$ cat src/rtl/scan_defs.vh
// scan_defs.vh - shared encodings for the scan select generator.
// State codes are 2-bit values; the decoder drives 8 channels.
`ifndef SCAN_DEFS_VH
`define SCAN_DEFS_VH
localparam logic [1:0] ST_IDLE  = 2'd0;
localparam logic [1:0] ST_DRIVE = 2'd1;
localparam logic [1:0] ST_GAP   = 2'd2;
localparam int         N_CH     = 8;
`endif

$ cat src/rtl/scan_sel_gen_pkg.sv
// scan_sel_gen_pkg - state type and dwell helper for the scan select generator.
package scan_sel_gen_pkg;
  `include "scan_defs.vh"

  typedef enum logic [1:0] {
    S_IDLE  = ST_IDLE,
    S_DRIVE = ST_DRIVE,
    S_GAP   = ST_GAP
  } state_e;

  // Terminal-count load value: dwell=0 is treated as a one-cycle dwell.
  function automatic logic [7:0] dwell_load(input logic [7:0] d);
    return (d == 8'd0) ? 8'd0 : d - 8'd1;
  endfunction
endpackage

$ cat src/rtl/scan_sel_gen_if.sv
// scan_sel_gen_if - control/status bundle of the scan select generator.
// The mask signal exists only when SCAN_MASK_EN is defined.
interface scan_sel_gen_if;
  logic       start;
  logic       stop;
  logic       cont;
  logic [7:0] dwell;
`ifdef SCAN_MASK_EN
  logic [7:0] mask;
`endif
  logic       a;
  logic       b;
  logic       c;
  logic       en;
  logic       busy;
  logic       wrap;
  logic       done;

`ifdef SCAN_MASK_EN
  modport master (output start, stop, cont, dwell, mask,
                  input  a, b, c, en, busy, wrap, done);
  modport slave  (input  start, stop, cont, dwell, mask,
                  output a, b, c, en, busy, wrap, done);
`else
  modport master (output start, stop, cont, dwell,
                  input  a, b, c, en, busy, wrap, done);
  modport slave  (input  start, stop, cont, dwell,
                  output a, b, c, en, busy, wrap, done);
`endif
endinterface

$ cat src/rtl/scan_next_ch.sv
// scan_next_ch - finds the next enabled channel after cur (wrapping, and
// returning cur itself if it is the only one enabled) and flags when no
// enabled channel lies above cur.
module scan_next_ch
  import scan_sel_gen_pkg::*;
(
  input  logic [2:0] cur,
  input  logic [7:0] mask,
  output logic [2:0] nxt,
  output logic       last
);
  logic       found;
  logic [2:0] cand;

  // Ascending circular search starting one above cur.
  always_comb begin
    nxt   = cur;
    found = 1'b0;
    cand  = cur;
    for (int k = 1; k <= N_CH; k++) begin
      cand = cur + 3'(k);
      if (!found && mask[cand]) begin
        nxt   = cand;
        found = 1'b1;
      end
    end
  end

  // Last when nothing enabled sits above the current index.
  always_comb begin
    last = 1'b1;
    for (int j = 0; j < N_CH; j++) begin
      if ((j > int'(cur)) && mask[j]) last = 1'b0;
    end
  end
endmodule

$ cat src/rtl/scan_sel_gen.sv
// scan_sel_gen - sweeps a 3-to-8 decoder select through the enabled
// channels with a dwell period per channel and a one-cycle enable gap
// between channels. Optional macro SCAN_MASK_EN adds a per-channel mask.
//
//   state | meaning
//   IDLE  | waiting for start, en low
//   DRIVE | en high on current channel for max(dwell,1) cycles
//   GAP   | en low for one cycle, select moves to next channel
module scan_sel_gen
  import scan_sel_gen_pkg::*;
(
  input  logic          clk,
  input  logic          rst_n,
  scan_sel_gen_if.slave bus
);
  state_e     state, state_nx;
  logic [2:0] idx, idx_nx;
  logic [7:0] cnt, cnt_nx;
  logic [7:0] dwell_q, dwell_nx;
  logic       cont_q, cont_nx;
  logic       en_q, busy_q, wrap_q, done_q;
  logic       wrap_nx, done_nx;
  logic [7:0] mask_in, mask_lat;
  logic [2:0] nc_cur, nc_nxt;
  logic [7:0] nc_mask;
  logic       nc_last;

`ifdef SCAN_MASK_EN
  logic [7:0] mask_q, mask_nx;
  assign mask_in  = bus.mask;
  assign mask_lat = mask_q;
`else
  assign mask_in  = 8'hFF;
  assign mask_lat = 8'hFF;
`endif

  // In IDLE the search starts from 7 so it returns the lowest enabled channel.
  assign nc_cur  = (state == S_IDLE) ? 3'd7 : idx;
  assign nc_mask = (state == S_IDLE) ? mask_in : mask_lat;

  scan_next_ch u_next (
    .cur  (nc_cur),
    .mask (nc_mask),
    .nxt  (nc_nxt),
    .last (nc_last)
  );

  // State register.
  always_ff @(posedge clk) begin
    if (!rst_n) state <= S_IDLE;
    else        state <= state_nx;
  end

  // Next-state, channel, timer and pulse decisions; stop overrides all.
  always_comb begin
    state_nx = state;
    idx_nx   = idx;
    cnt_nx   = cnt;
    dwell_nx = dwell_q;
    cont_nx  = cont_q;
    wrap_nx  = 1'b0;
    done_nx  = 1'b0;
`ifdef SCAN_MASK_EN
    mask_nx  = mask_q;
`endif
    case (state)
      S_IDLE: begin
        if (bus.start) begin
          dwell_nx = bus.dwell;
          cont_nx  = bus.cont;
`ifdef SCAN_MASK_EN
          mask_nx  = bus.mask;
`endif
          if (mask_in == 8'h00) begin
            done_nx = 1'b1;
          end else begin
            state_nx = S_DRIVE;
            idx_nx   = nc_nxt;
            cnt_nx   = dwell_load(bus.dwell);
          end
        end
      end
      S_DRIVE: begin
        if (cnt != 8'd0) begin
          cnt_nx = cnt - 8'd1;
        end else if (nc_last && !cont_q) begin
          state_nx = S_IDLE;
          done_nx  = 1'b1;
        end else begin
          state_nx = S_GAP;
          idx_nx   = nc_nxt;
          wrap_nx  = nc_last;
        end
      end
      S_GAP: begin
        state_nx = S_DRIVE;
        cnt_nx   = dwell_load(dwell_q);
      end
      default: state_nx = S_IDLE;
    endcase
    if (bus.stop && (state != S_IDLE)) begin
      state_nx = S_IDLE;
      idx_nx   = idx;
      wrap_nx  = 1'b0;
      done_nx  = 1'b1;
    end
  end

  // Datapath and registered outputs.
  always_ff @(posedge clk) begin
    if (!rst_n) begin
      idx     <= 3'd0;
      cnt     <= 8'd0;
      dwell_q <= 8'd0;
      cont_q  <= 1'b0;
`ifdef SCAN_MASK_EN
      mask_q  <= 8'h00;
`endif
      en_q    <= 1'b0;
      busy_q  <= 1'b0;
      wrap_q  <= 1'b0;
      done_q  <= 1'b0;
    end else begin
      idx     <= idx_nx;
      cnt     <= cnt_nx;
      dwell_q <= dwell_nx;
      cont_q  <= cont_nx;
`ifdef SCAN_MASK_EN
      mask_q  <= mask_nx;
`endif
      en_q    <= (state_nx == S_DRIVE);
      busy_q  <= (state_nx != S_IDLE);
      wrap_q  <= wrap_nx;
      done_q  <= done_nx;
    end
  end

  assign bus.a    = idx[2];
  assign bus.b    = idx[1];
  assign bus.c    = idx[0];
  assign bus.en   = en_q;
  assign bus.busy = busy_q;
  assign bus.wrap = wrap_q;
  assign bus.done = done_q;
endmodule

$ cat src/flat_wrapper.sv
// flat-port wrapper written by rule: the top's interface ports become plain ports
module scan_sel_gen_flat import scan_sel_gen_pkg::*;
  (clk, rst_n, bus_start, bus_stop, bus_cont, bus_dwell, bus_a, bus_b, bus_c, bus_en, bus_busy, bus_wrap, bus_done);
  scan_sel_gen_if bus_i ();
  input  logic clk;
  input  logic rst_n;
  input wire logic [$bits(bus_i.start)-1:0] bus_start;
  input wire logic [$bits(bus_i.stop)-1:0] bus_stop;
  input wire logic [$bits(bus_i.cont)-1:0] bus_cont;
  input wire logic [$bits(bus_i.dwell)-1:0] bus_dwell;
  output wire logic [$bits(bus_i.a)-1:0] bus_a;
  output wire logic [$bits(bus_i.b)-1:0] bus_b;
  output wire logic [$bits(bus_i.c)-1:0] bus_c;
  output wire logic [$bits(bus_i.en)-1:0] bus_en;
  output wire logic [$bits(bus_i.busy)-1:0] bus_busy;
  output wire logic [$bits(bus_i.wrap)-1:0] bus_wrap;
  output wire logic [$bits(bus_i.done)-1:0] bus_done;
  assign bus_i.start = bus_start;
  assign bus_i.stop = bus_stop;
  assign bus_i.cont = bus_cont;
  assign bus_i.dwell = bus_dwell;
  assign bus_a = bus_i.a;
  assign bus_b = bus_i.b;
  assign bus_c = bus_i.c;
  assign bus_en = bus_i.en;
  assign bus_busy = bus_i.busy;
  assign bus_wrap = bus_i.wrap;
  assign bus_done = bus_i.done;
  scan_sel_gen u_core (.clk(clk), .rst_n(rst_n), .bus(bus_i));
endmodule
$ cat config.mk
export PLATFORM = sky130hd
export DESIGN_NAME = scan_sel_gen_flat
export DESIGN_NICKNAME = d
export VERILOG_FILES = /design/src/rtl/scan_sel_gen_pkg.sv /design/src/rtl/scan_sel_gen_if.sv /design/src/rtl/scan_next_ch.sv /design/src/rtl/scan_sel_gen.sv /design/src/flat_wrapper.sv
export VERILOG_INCLUDE_DIRS = /design/src /design/src/rtl
export SDC_FILE = /design/constraint.sdc
export NUM_CORES = 1
export LEC_CHECK = 0
export ABC_AREA = 1
export ABC_CLOCK_PERIOD_IN_PS = 2400
export BUFFER_PORTS_ARGS = -buffer_cell sky130_fd_sc_hd__buf_2
export CORE_ASPECT_RATIO = 1.25
export CORE_MARGIN = 8
export CORE_UTILIZATION = 35
export CTS_BUF_LIST = sky130_fd_sc_hd__clkbuf_4
export DETAILED_ROUTE_END_ITERATION = 6
export GPL_TIMING_DRIVEN = 0
export PLACE_DENSITY = 0.6
export SETUP_SLACK_MARGIN = 0.3
export SLEW_MARGIN = 30
export SYNTH_ARGS = -nofsm -noshare
export SYNTH_HDL_FRONTEND = slang
export SYNTH_SLANG_ARGS = --single-unit
$ cat constraint.sdc
create_clock -name clk -period 2.4 [get_ports clk]
set_clock_uncertainty 0.2 [all_clocks]
set_input_delay 0.36 -clock clk [delete_from_list [all_inputs] [get_ports clk]]
set_output_delay 0.36 -clock clk [all_outputs]
set_load 0.01 [all_outputs]
Word-level counts from Yosys, hierarchy flattened
Memory sizes are Yosys's and may differ from the RTL's.
Cells that the tools add are included.
- bitwise operators: 3
- reductions and logical operators: 29
- $lt $le $gt $ge: 15
- mux-type cells: 49
- add/sub/neg operators: 10
- equal/unequal tests: 7
- operators with widths (kind ; count):
    3-bit 2-to-1 mux ; 12
    3-bit by 4-bit less-than comparator with 1-bit output, second input constant ; 8
    8-bit 2-to-1 mux ; 4
    1-bit 2-to-1 mux ; 26
    8-bit one-hot mux with 3 select lines ; 1
    8-bit by 1-bit subtractor with 8-bit output, second input constant ; 3
    8-bit logical NOT ; 2
    3-bit adder, second input constant ; 4
    3-bit > comparator, first input constant ; 4
    1-bit logical AND ; 9
    1-bit logical NOT ; 8
    2-bit 2-to-1 mux ; 4
    8-bit nonzero test ; 1
    3-bit by 2-bit adder with 3-bit output, second input constant ; 2
    2-bit by 3-bit > comparator with 1-bit output, first input constant ; 2
    2-bit != test, second input constant ; 3
    2-bit one-hot mux with 3 select lines ; 1
    3-bit one-hot mux with 2 select lines ; 1
    2-bit nonzero test ; 3
    5-bit AND reduction ; 1
    5-bit OR reduction ; 1
    2-bit by 1-bit equality test with 1-bit output, second input constant ; 2
    3-bit by 1-bit adder with 3-bit output, second input constant ; 1
    1-bit by 3-bit > comparator with 1-bit output, first input constant ; 1
    7 further kinds ; 9
- register bits after elaboration: 26
- output and inout bits: 7
- ROM bits: 64
- memories kept: 8
- input bits: 13
- memory list (memory ; words ; width ; read ports ; clocked after memory_dff ; wr ports ; RTL line ; source):
    (no name shown) ; 8 ; 1 ; 1 ; 0 ; 0 ; scan_next_ch.sv:22 ; if (!found && mask[cand]) begin
    (no name shown) ; 8 ; 1 ; 1 ; 0 ; 0 ; scan_next_ch.sv:22 ;
    (no name shown) ; 8 ; 1 ; 1 ; 0 ; 0 ; scan_next_ch.sv:22 ;
    (no name shown) ; 8 ; 1 ; 1 ; 0 ; 0 ; scan_next_ch.sv:22 ;
    (no name shown) ; 8 ; 1 ; 1 ; 0 ; 0 ; scan_next_ch.sv:22 ;
    (no name shown) ; 8 ; 1 ; 1 ; 0 ; 0 ; scan_next_ch.sv:22 ;
    +2 memories ; - ; - ; - ; - ; - ; - ;

Logic depth before layout (Yosys ltp)
- depth in word-level cells: 30
- mapped depth: 15
- gate-level depth less buffers: 15

By module
From an unflattened synthesis, not the netlist that was laid out.
- cell total of the unflattened synthesis: 412
- area total of the unflattened synthesis: 2602.5 um2
- modules (own cells, without submodules) (module ; area each (um2) ; cells each ; seq. area each (um2) ; times used):
    scan_sel_gen ; 1727.9 ; 263 ; 520.5 ; 1
    scan_next_ch ; 874.6 ; 149 ; 0.0 ; 1

Worst setup path after synthesis
No wires, ideal clock.
- path type: register -> register
- start: reg u_core.state[0]
- end: reg u_core.busy_q (netlist: u_core.bus.busy)
- setup time: 58 ps
- arrival: 1759 ps
- stages on the path, launching flop included: 16
- path slack: 383 ps
- cells stage by stage: dfxtp_1 > inv_1 > ha_1 > nor2_1 > inv_2 > ha_1 > ha_1 > nand2_4 > nor2_4 > nand2_2 > nor2_2 > nand2_1 > nand2_1 > nand2_1 > nand2_1 > nand2_1
- longest elaborated chain between the ends: 16
- elaborated cells between the ends (all ways): 27
- classes of those cells: 7 x order compare; 2 x eq/ne; 13 x mux; 5 x reduce/logical
- RTL lines (element ; RTL line ; source):
    from (decl) ; scan_sel_gen.sv:16 ; state_e state, state_nx;
    from (signal assigned) ; scan_sel_gen.sv:51 ; else state <= state_nx;
    2-bit logical NOT ; scan_sel_gen.sv:38, scan_sel_gen.sv:66 ;
    3-bit 2-to-1 mux ; scan_sel_gen.sv:38 ; assign nc_cur = (state == S_IDLE) ? 3'd7 : idx;
    1-bit by 3-bit > comparator with 1-bit output ; scan_next_ch.sv:33 ; if ((j > int'(cur)) && mask[j]) last = 1'b0;
    1-bit 2-to-1 mux (7 in series) ; scan_next_ch.sv:33 ;
    1-bit logical AND ; scan_sel_gen.sv:86 ; end else if (nc_last && !cont_q) begin
    2-bit 2-to-1 mux ; scan_sel_gen.sv:86 ;
    2-bit 2-to-1 mux ; scan_sel_gen.sv:84 ; if (cnt != 8'd0) begin
    2-bit one-hot mux with 3 select lines ; scan_sel_gen.sv:66 ; case (state)
    2-bit 2-to-1 mux * ; scan_sel_gen.sv:101 ; if (bus.stop && (state != S_IDLE)) begin
    2-bit nonzero test * ; scan_sel_gen.sv:132 ; busy_q <= (state_nx != S_IDLE);
    to (signal assigned) ; scan_sel_gen.sv:132 ;
    to (decl) ; scan_sel_gen.sv:21 ; logic en_q, busy_q, wrap_q, done_q;
Every way passes the cells marked *; elsewhere a longest branch is shown, timed or not.
A chain may end at the register's enable or synchronous reset.

Worst setup path in the final report
- start: reg u_core.state[1]
- end: reg u_core.idx[2]
- longest elaborated chain between the ends: 30
- elaborated cells between the ends (all ways): 82
- classes of those cells: 7 x add/sub; 7 x order compare; 4 x eq/ne; 35 x mux; 1 x bitwise; 20 x reduce/logical; 8 x memory
- RTL lines (element ; RTL line ; source):
    2-bit logical NOT ; scan_sel_gen.sv:38, scan_sel_gen.sv:66 ;
    3-bit 2-to-1 mux ; scan_sel_gen.sv:38 ;
    3-bit by 1-bit adder with 3-bit output ; scan_next_ch.sv:21 ; cand = cur + 3'(k);
    memory read 8 x 1 bit ; - ;
    1-bit 2-to-1 mux (not written as such) ; scan_next_ch.sv:22 ;
    1-bit 2-to-1 mux ; scan_next_ch.sv:22 ;
    1-bit logical NOT ; scan_next_ch.sv:22 ;
    1-bit logical AND ; scan_next_ch.sv:22 ;
    [... 14 more ...] ; - ;
    1-bit logical AND ; scan_next_ch.sv:22 ;
    1-bit 2-to-1 mux ; scan_next_ch.sv:22 ;
    1-bit logical NOT ; scan_next_ch.sv:22 ;
    1-bit logical AND ; scan_next_ch.sv:22 ;
    3-bit 2-to-1 mux ; scan_next_ch.sv:22 ;
    3-bit 2-to-1 mux ; scan_sel_gen.sv:86 ;
    3-bit 2-to-1 mux ; scan_sel_gen.sv:84 ;
    3-bit one-hot mux with 2 select lines ; scan_sel_gen.sv:66 ;
    to (signal assigned) ; scan_sel_gen.sv:124 ; idx <= idx_nx;
    to (decl) ; scan_sel_gen.sv:17 ; logic [2:0] idx, idx_nx;
Parallel ways exist; a longest one is shown, timed or not. The select of a mux whose other input is x is not followed.

==> results by group <==
Global route
  – Vias in the first global route: roughly 1,800
  – First-pass GRT wire length: 7650 µm
  – Total grt overflow: 0
  – GRT Util Overall: 11.6%
  – Initial antenna violation count: 0
  – Largest net degree at the start of global routing: 14

Detailed routing
  – DR vias: 1,924
  – DRC: 0
  – Avg Vias per Cell: 4.87
  – Avg WL per Cell: ~12 µm
  – First-pass detailed-route iteration total: 5
  – Routed wire length: around 4600 µm
  – Final ANT Viol Nets: 0
  – DRT iter0 DRCs: 46

Power and ir drop
  – Clock power frac: between 10 and 15%
  – Internal power: 0.810 mW
  – Sw Share: 42.0%
  – VDD IR max: 0.188 mV
  – Reg power frac: a little under two fifths
  – Tot Pwr: around 1.4 mW
  – Gate power share: 48.0%
  – PwrDens: 637 nW/µm²
  – Sw power: 0.588 mW
  – Lkg Pwr: 1.10 nW

Placed design
  – RD Place Congestion: 0.828
  – I/O Buffers: 19
  – Setup WS pre-CTS: 127 ps
  – Detail Placement HPWL: 3580 µm

Yosys
  – Sequential-to-total area share from yosys stat: between 20 and 30%
  – Synth Register Bits: 26
  – Syn. warnings: 0
  – Mapped Area: 1880 µm²
  – Avg Synthesized Cell Area: ~6.2 µm²
  – Synth Instances: 302
  – Syn nets: 327
  – Cell variety after synth: 25

Critical path
  – Max FO, Critical Path: 4
  – WP data required: 2430 ps
  – Worst path arrival time: 2000 ps
  – Slowest cell on the critical path: dfxtp_4
  – Setup Crit Path Kind: reg -> reg
  – Crit end category: flop
  – CP Cell Sequence: inv_2 > ha_4 > nor2_2 > inv_2 > ha_4 > ha_4 > nand2_4 > nor2_4 > buf_4 > nand4_2 > nand2_2 > nand2_1 > a21oi_1
  – Most used cell, CP: ha_4
  – Startpoint Class: flop
  – CP max stage delay: 390 ps

Die
  – I/O pin count: 20
  – DIE AREA: approximately 8000 µm²
  – Initial core utilization: around 36%
  – Die Y: between 90 and 100 µm
  – Core Region: roughly 5300 µm²
  – Die width: 81.6 µm
  – Std-Cell Rows: 30

Clocking
  – Total CTS buffers: 3
  – Clk sinks: 26
  – Root Buffer: clkbuf_4
  – CTS clk-pin slew, worst paths: 150 ps
  – Clock Path Buffers: 2
  – H-tree depth: 1
  – CTS tree: yes
  – Skew-Pair Late Insertion Delay: around 330 ps

Finish
  – Most common cell after layout, fill and taps aside: nand2_1
  – # fillers: 583
  – Commonest cells after routing, fill and taps aside: nand2_1 (76), inv_1 (45), nand3_1 (36)
  – ANT cells: 0
  – Area growth, synth to finish: 16.6%
  – Share of cells above drive strength 1: 18.7%
  – Final #Nets: 358

Flow run
  – Max Cap Viol: 0

Outcome
  – Outcome: completed

Timing
  – Final setup margin: 422 ps
  – Fin. Hold Viols: 0
  – Setup_tns: 0 ps
  – Final Critical Period: between 1500 and 2000 ps
  – Hold WS: 123 ps
  – Max-slew violations: 0
  – Period utilization: 82.4%
  – Worst slew margin: between 70 and 80%
  – Unrepaired setup endpoints after global routing: false
  – F_max: 505 MHz
  – Worst Max-Slew Pin Slew: roughly 410 ps
  – Final setup fails: 0

Min path
  – HP Class: in -> reg
[final cells by class]
cell class / count / area, µm² / area share (%)
clock buffers: 3 / 22.5 / 1.03
repair buffers: 26 / 148 / 6.73
plain buffers: 5 / 22.5 / 1.03
flip-flops and latches: 26 / 528 / 24.1
well taps: 64 / 80.1 / 3.65
multi-input cells: 220 / 1200 / 54.6
inverters: 51 / 196 / 8.95
[final timing paths]
path	from	to	slack, ps	cells past startpoint
worst min-delay path	rst_n	u_core.cnt[6]	120	3
worst max-delay path	u_core.state[1]	u_core.idx[2]	420	13
worst min register to register	u_core.idx[1]	u_core.idx[1]	290	2
worst max register to register	u_core.state[1]	u_core.idx[2]	420	13
[layer usage]
| metal | up-vias | GRT usage [%] | share of wire [%] |
|---|---|---|---|
| met5 | - | 0 | 0 |
| met4 | 0 | 3.66 | 1.3 |
| met3 | 4 | 1.56 | 4.3 |
| met2 | 29 | 20.4 | 50 |
| met1 | 877 | 13.8 | 45 |
| li1 | 1014 | - | - |
[synthesized netlist by cell type]
cell type  count  area share [%]
nand2_1       78              16
inv_1         47             9.4
nand3_1       36             9.6
nor2_1        27             5.4
dfxtp_1       26              28
a21oi_1       21             5.6
o21ai_0       17             4.5
ha_1          12             8.0
nand2_2        5             1.7
nand4_1        5             1.7
nor2_2         4             1.3
xor2_1         4             1.9
buf_2          3            0.80
inv_2          3            0.60
clkbuf_1       2            0.40
nand2_4        2             1.2
nor2_4         2             1.2
a21oi_4        1            0.86
clkinv_1       1            0.20
nand3b_1       1            0.40
nand4_2        1            0.66
nor4_1         1            0.33
o21a_2         1            0.47
o21bai_1       1            0.40
or2_2          1            0.33
[state kept, by name, summed over array words and instances (netlist names)]
signal           flops
u_core.idx           3
u_core.bus.done      1
u_core.bus.busy      1
u_core.bus.en        1
u_core.bus.wrap      1
u_core.state         2
u_core.dwell_q       8
u_core.cont_q        1
u_core.cnt           8
[cells by family (layout without fill, tap and decap cells)]
family	count (synthesis)	in the layout	share of synthesized area [%]
buffers and inverters	56	85	11.4
XOR/XNOR	4	4	1.86
AND/OR/NAND/NOR	163	163	39.3
AO/OA/AOI/OAI	41	41	11.8
adder cells (fa/ha/maj)	12	12	7.98
flip-flops	26	26	27.7
[power groups by stage]
| stage | clock network (mW) | registers [mW] | logic (mW) |
|---|---|---|---|
| final | 0.194 | 0.534 | 0.671 |
| after global routing | 0.221 | 0.542 | 0.761 |
| after CTS | 0.206 | 0.533 | 0.615 |
| after detailed placement | 0 | 0.542 | 0.600 |
| after global placement | 0 | 0.542 | 0.593 |
| after floorplan | 0 | 0.541 | 0.463 |
[through the flow]
stage	cells	area, µm²	utilization (%)
finish	395	2190	41.5
global placement	385	2060	38.9
detailed placement	385	2060	38.9
floorplan	302	1880	-
CTS	389	2110	39.8
global route	395	2190	41.5
[worst max-delay path: cells and delay by family, from the launching register on]
kind | cells | cell delay [ps]
adders and majority gates | 3 | 480
DFF | 1 | 390
and+or+nand+nor | 6 | 480
AOI/OAI and AO/OA | 1 | 50
buffers and inverters | 3 | 260
[what timing repair did]
action	in CTS	in global routing
hold buffers	0	0
pin swaps	1	3
buffers inserted	1	6
resized for setup	7	11
setup endpoints to repair	7	7
Power figures use the tool's default switching activity.
